**config.mk**
```make
export PLATFORM = sky130hd
export DESIGN_NAME = mul_seq_ctrl
export DESIGN_NICKNAME = d
export VERILOG_FILES = /design/src/rtl/mul_seq_ctrl.sv
export SDC_FILE = /design/constraint.sdc
export NUM_CORES = 1
export LEC_CHECK = 0
export ABC_CLOCK_PERIOD_IN_PS = 7700
export BUFFER_PORTS_ARGS = -buffer_cell sky130_fd_sc_hd__buf_2
export CAP_MARGIN = 20
export CORE_ASPECT_RATIO = 1.1
export CORE_UTILIZATION = 30
export CTS_CLUSTER_SIZE = 30
export DETAILED_ROUTE_END_ITERATION = 6
export GPL_ROUTABILITY_DRIVEN = 0
export GPL_TIMING_DRIVEN = 0
export PLACE_DENSITY_LB_ADDON = 0.25
export SLEW_MARGIN = 15
export SYNTH_ARGS = -nofsm -noshare
export SYNTH_HDL_FRONTEND = slang
export SYNTH_SLANG_ARGS = --single-unit
```
**constraint.sdc**
```tcl
create_clock -name clk -period 7.7 [get_ports clk]
set_input_delay 1.54 -clock clk [delete_from_list [all_inputs] [get_ports clk]]
set_output_delay 1.54 -clock clk [all_outputs]
set_load 0.005 [all_outputs]
```
**src/rtl/mul_seq_ctrl.sv**
```systemverilog
// ----------------------------------------------------------------------------
// mul_seq_ctrl
//   Sequencer for the board-level W x W multiplier. Operands are captured from
//   the switches under button control and multiplied with an iterative
//   shift-and-add datapath, one partial product per clock. The most recent
//   completed result is held in a product register for the display path.
//
// Parameters
//   W      operand width in bits; the product is 2*W bits
//   CNT_W  iteration counter width; 2**CNT_W must be greater than W
//
// Ports
//   clk      in   1     system clock, rising edge
//   rst      in   1     asynchronous reset, active-high
//   sw       in   W     operand value from the switches
//   btn      in   3     raw buttons: [0] load op1, [1] load op2, [2] start
//   product  out  2*W   result of the last completed multiply
//   busy     out  1     high while a multiply is iterating
//   done     out  1     high from completion until the next start or reset
// ----------------------------------------------------------------------------
module mul_seq_ctrl #(
    parameter int W     = 8,
    parameter int CNT_W = 4
) (
    input  logic           clk,
    input  logic           rst,
    input  logic [W-1:0]   sw,
    input  logic [2:0]     btn,
    output logic [2*W-1:0] product,
    output logic           busy,
    output logic           done
);

    localparam logic [1:0] IDLE = 2'd0;
    localparam logic [1:0] RUN  = 2'd1;
    localparam logic [1:0] DONE = 2'd2;

    // Counter value on the last of the W iterations.
    localparam logic [CNT_W-1:0] LAST_CNT = CNT_W'(W - 1);

    // One shift-and-add step. The accumulator is 2*W bits, and the largest
    // possible product (2^W-1)^2 fits, so the sum never wraps.
    function automatic logic [2*W-1:0] acc_step(
        input logic [2*W-1:0] acc_in,
        input logic [2*W-1:0] mcand_in,
        input logic           mbit
    );
        return mbit ? (acc_in + mcand_in) : acc_in;
    endfunction

    // ------------------------------------------------------------------
    // Stage p0/p1: two-flop synchronizer for the asynchronous buttons.
    // Stage p2: delayed copy used for rising-edge detection.
    // ------------------------------------------------------------------
    logic [2:0] btn_p0;
    logic [2:0] btn_p1;
    logic [2:0] btn_p2;
    logic [2:0] pulse;

    always_ff @(posedge clk or posedge rst) begin
        if (rst) begin
            btn_p0 <= 3'b000;
            btn_p1 <= 3'b000;
            btn_p2 <= 3'b000;
        end else begin
            btn_p0 <= btn;
            btn_p1 <= btn_p0;
            btn_p2 <= btn_p1;
        end
    end

    // Exactly one cycle per press regardless of hold time. Because p2 also
    // clears on reset, a button held across reset release still yields one
    // pulse once the synchronizer fills.
    assign pulse = btn_p1 & ~btn_p2;

    logic ld1;
    logic ld2;
    logic start;

    assign ld1   = pulse[0];
    assign ld2   = pulse[1];
    assign start = pulse[2];

    // ------------------------------------------------------------------
    // Control FSM and shift-and-add datapath.
    // ------------------------------------------------------------------
    logic [1:0]       state;
    logic [W-1:0]     op1;
    logic [W-1:0]     op2;
    logic [2*W-1:0]   mcand;
    logic [W-1:0]     mplier;
    logic [2*W-1:0]   acc;
    logic [2*W-1:0]   acc_nxt;
    logic [CNT_W-1:0] cnt;

    assign acc_nxt = acc_step(acc, mcand, mplier[0]);

    always_ff @(posedge clk or posedge rst) begin
        if (rst) begin
            state   <= IDLE;
            op1     <= '0;
            op2     <= '0;
            mcand   <= '0;
            mplier  <= '0;
            acc     <= '0;
            cnt     <= '0;
            product <= '0;
        end else begin
            case (state)
                RUN: begin
                    // Loads and starts are dropped here; nothing is queued.
                    acc    <= acc_nxt;
                    mcand  <= mcand << 1;
                    mplier <= mplier >> 1;
                    cnt    <= cnt + 1'b1;
                    if (cnt == LAST_CNT) begin
                        // Capture the sum including this final step.
                        product <= acc_nxt;
                        state   <= DONE;
                    end
                end

                default: begin
                    // IDLE and DONE behave alike: both accept loads and start.
                    // The start branch reads op1/op2 before this edge's load
                    // lands, so a simultaneous load only affects the next run.
                    if (ld1) begin
                        op1 <= sw;
                    end
                    if (ld2) begin
                        op2 <= sw;
                    end
                    if (start) begin
                        mcand  <= {{W{1'b0}}, op1};
                        mplier <= op2;
                        acc    <= '0;
                        cnt    <= '0;
                        state  <= RUN;
                    end
                end
            endcase
        end
    end

    // done is decoded from DONE, so leaving DONE on start clears it in the
    // same edge that raises busy.
    assign busy = (state == RUN);
    assign done = (state == DONE);

endmodule

```
==> impl_metrics.py <==
metrics = {
    "outcome": {
        "status": "finished clean",
    },
    "layout": {
        "fin_nets": 439,
        "drive_above_1_share_pct": 18.4,
        "utilization_pct": 36.7,
        "fill_cells": 1326,
        "seqCellArea_sq_mm": 0.00218,
        "num_antenna_cells": 0,
        "area_growth_pct": 18.3,
        "multi_input_area_sq_mm": 0.00184,
    },
    "place": {
        "place_hpwl_um": 6390,
        "post-place-ws_ns": 4.58,
        "numPortBuffers": 30,
    },
    "pwr": {
        "power_density_mw_per_mm2": 385,
        "vdd_drop_max_uv": 161,
        "power_leakage_nw": 2.24,
        "p_total_mw": 1.87,
    },
    "critical_path": {
        "cp.depth": 6,
        "r2r-start": "mcand[0]$_DFFE_PP0P_",
        "cp-start-kind": "flop",
        "arrival_ns": 1.92,
        "cp_num_buf_inv": 5,
        "reg2reg_slack_ns": 5.06,
        "crit_end": "busy",
        "worst_setup_path_end_kind": "output pin",
        "cpMaxStageDelayCell": "buf_1",
        "required_ns": 6.16,
        "crit_type": "reg2out",
        "cp_max_fo": 10,
        "startpoint": "state[1]$_DFFE_PP0P_",
        "crit_path_max_incr_delay_ns": 0.39,
        "path_cells": "inv_1 > nand2_1 > inv_1 > buf_2 > buf_1 > buf_2",
        "r2r_cells": 9,
        "reg2reg_to": "product[10]$_DFFE_PP0P_",
        "critical-path-top-delay-family": "buffers and inverters",
    },
    "synth": {
        "syn-instance-count": 367,
        "syn_area_sq_mm": 0.00411,
        "synth-seq-cells": 87,
        "synth-edff-count": 0,
        "syn_area_per_cell_sq_um": 11.2,
        "yosysWarnings": 0,
        "ys_types": 39,
        "seq_area_frac_synth_pct": 53.0,
        "yosys_most_used_dff": "dfrtp_1",
        "syn_nets": 397,
        "async_flop_share_pct": 100,
    },
    "cts": {
        "cts_tree": "yes",
        "clkTransAtPathRegs_ns": 0.06,
        "clock_latency_ns": 0.34,
        "cts_root_buffer": "clkbuf_16",
        "holdBufCountCts": 0,
        "cts_buffers": 9,
        "cts_setup_buffers": 0,
        "htreeDepth": 3,
        "clockBufferDepth": 2,
        "cts_resized": 0,
        "cts.sinks": 87,
    },
    "routing": {
        "routed_wl_um": 8940,
        "wl_per_cell_um": 15.0,
        "drtAntennaViolNets": 0,
        "vias": 2890,
        "dr.pass1.iters": 4,
        "drc_errors": 0,
        "vias_per_cell": 4.83,
        "drt_iter0_markers": 99,
    },
    "timing": {
        "setup_violations": 0,
        "post-route-min-period_ns": 3.46,
        "tightest_slew_ns": 0.757,
        "fmax_mhz": 289,
        "maxSlewHeadroom_pct": 49.5,
        "finalClockSkew_ns": 0.00916,
        "fin_ws_ns": 4.24,
        "setup_tns_ns": 0,
        "fin_crit_sh_pct": 44.9,
        "rsz0062_at_grt": "false",
        "maxSlewViolCount": 0,
        "hold_viol_final": 0,
    },
    "global_routing": {
        "grt_pass1_vias": 3017,
        "grt_max_degree": 61,
        "grt_overflow": 0,
        "grt_pass1_wl_um": 15200,
        "antenna_found_initial": 0,
        "grt_use_total_pct": 13.7,
    },
    "floorplanning": {
        "start_util_pct": 31.0,
        "dieArea_sq_mm": 0.0142,
        "die_w_um": 114,
        "coreArea_sq_mm": 0.0133,
        "num_io_pins": 31,
        "num_rows": 44,
        "die_h_um": 125,
    },
    "job": {
        "cap_violations": 0,
    },
    "min_path": {
        "hold_path_class": "reg2reg",
    },
}
[cell type report]
class | instances | share of cell area [%]
Tap cell | 184 | 4.73
Timing Repair Buffer | 31 | 3.65
Clock buffer | 12 | 5.48
Clock inverter | 4 | 1.57
Inverter | 8 | 0.669
Multi-Input combinational cell | 255 | 37.7
Sequential cell | 87 | 44.8
Buffer | 17 | 1.39
[logic make-up (layout without fill, tap and decap cells)]
| kind of cell | after synthesis | count (layout) | synth area share (%) |
|---|---|---|---|
| muxes | 45 | 45 | 11.5 |
| DFF | 87 | 87 | 53.0 |
| and+or+nand+nor | 74 | 74 | 8.10 |
| adders and majority gates | 17 | 17 | 5.36 |
| AOI/OAI and AO/OA | 104 | 104 | 16.5 |
| xor gates and xnor gates | 15 | 15 | 3.20 |
| buffers and inverters | 25 | 72 | 2.37 |
[metrics by stage]
stage	std cells	cell area (sq um)	hold slack [ns]
floorplan	367	4110	0.331
global placement	581	4490	0.334
detailed placement	582	4520	0.336
CTS	598	4860	0.347
global route	598	4860	0.356
finish	598	4860	0.347
[synth_stat cells, types with 8 or more instances]
cell / count / share of area (%)
o21ai_1: 8 / 0.97
dfrtp_1: 87 / 53
nor2_1: 13 / 1.2
a21oi_1: 18 / 2.2
nand2_1: 48 / 4.4
xnor2_1: 9 / 1.9
clkbuf_1: 12 / 1.1
mux2i_1: 28 / 6.8
inv_1: 8 / 0.73
mux2_2: 16 / 4.4
a22o_1: 21 / 4.5
o21ai_0: 36 / 4.4
ha_1: 16 / 4.9
[power breakdown]
group	internal, mW	total, mW	switching (mW)	leakage (nW)
Combinational	0.281	0.658	0.377	0.949
Sequential	0.617	0.726	0.108	1.12
Clock	0.311	0.488	0.176	0.165
[cell usage in the layout (no fill, tap or decap), types with 8 or more instances in the layout]
| cell type | count |
|---|---|
| dfrtp_1 | 87 |
| nand2_1 | 48 |
| o21ai_0 | 36 |
| buf_2 | 33 |
| mux2i_1 | 28 |
| a22o_1 | 21 |
| a21oi_1 | 18 |
| mux2_2 | 16 |
| ha_1 | 16 |
| nor2_1 | 13 |
| clkbuf_1 | 12 |
| xnor2_1 | 9 |
| clkbuf_16 | 9 |
| o21ai_1 | 8 |
[routing by layer]
metal / vias up / global-route usage [%] / share of wire, %
met5: - / 0 / 0
met1: 1433 / 18.2 / 47
met3: 18 / 2.53 / 4.5
li1: 1390 / - / -
met2: 49 / 21.8 / 46
met4: 0 / 5.88 / 2.3
[flip-flops by register name (all words and copies together) (netlist names)]
signal,cells
acc,16
btn_p0,3
btn_p1,3
btn_p2,3
cnt,4
mcand,16
mplier,8
op1,8
op2,8
product,16
state,2
[worst min-delay path by stage]
stage                        startpoint                  end  cells past startpoint
floorplan           btn_p0[0]$_DFF_PP0_  btn_p1[0]$_DFF_PP0_                      0
global placement    btn_p0[1]$_DFF_PP0_  btn_p1[1]$_DFF_PP0_                      0
detailed placement  btn_p0[2]$_DFF_PP0_  btn_p1[2]$_DFF_PP0_                      0
CTS                 btn_p0[0]$_DFF_PP0_  btn_p1[0]$_DFF_PP0_                      0
global route        btn_p0[2]$_DFF_PP0_  btn_p1[2]$_DFF_PP0_                      0
finish              btn_p0[0]$_DFF_PP0_  btn_p1[0]$_DFF_PP0_                      0
(Power assumes the default switching activity.)
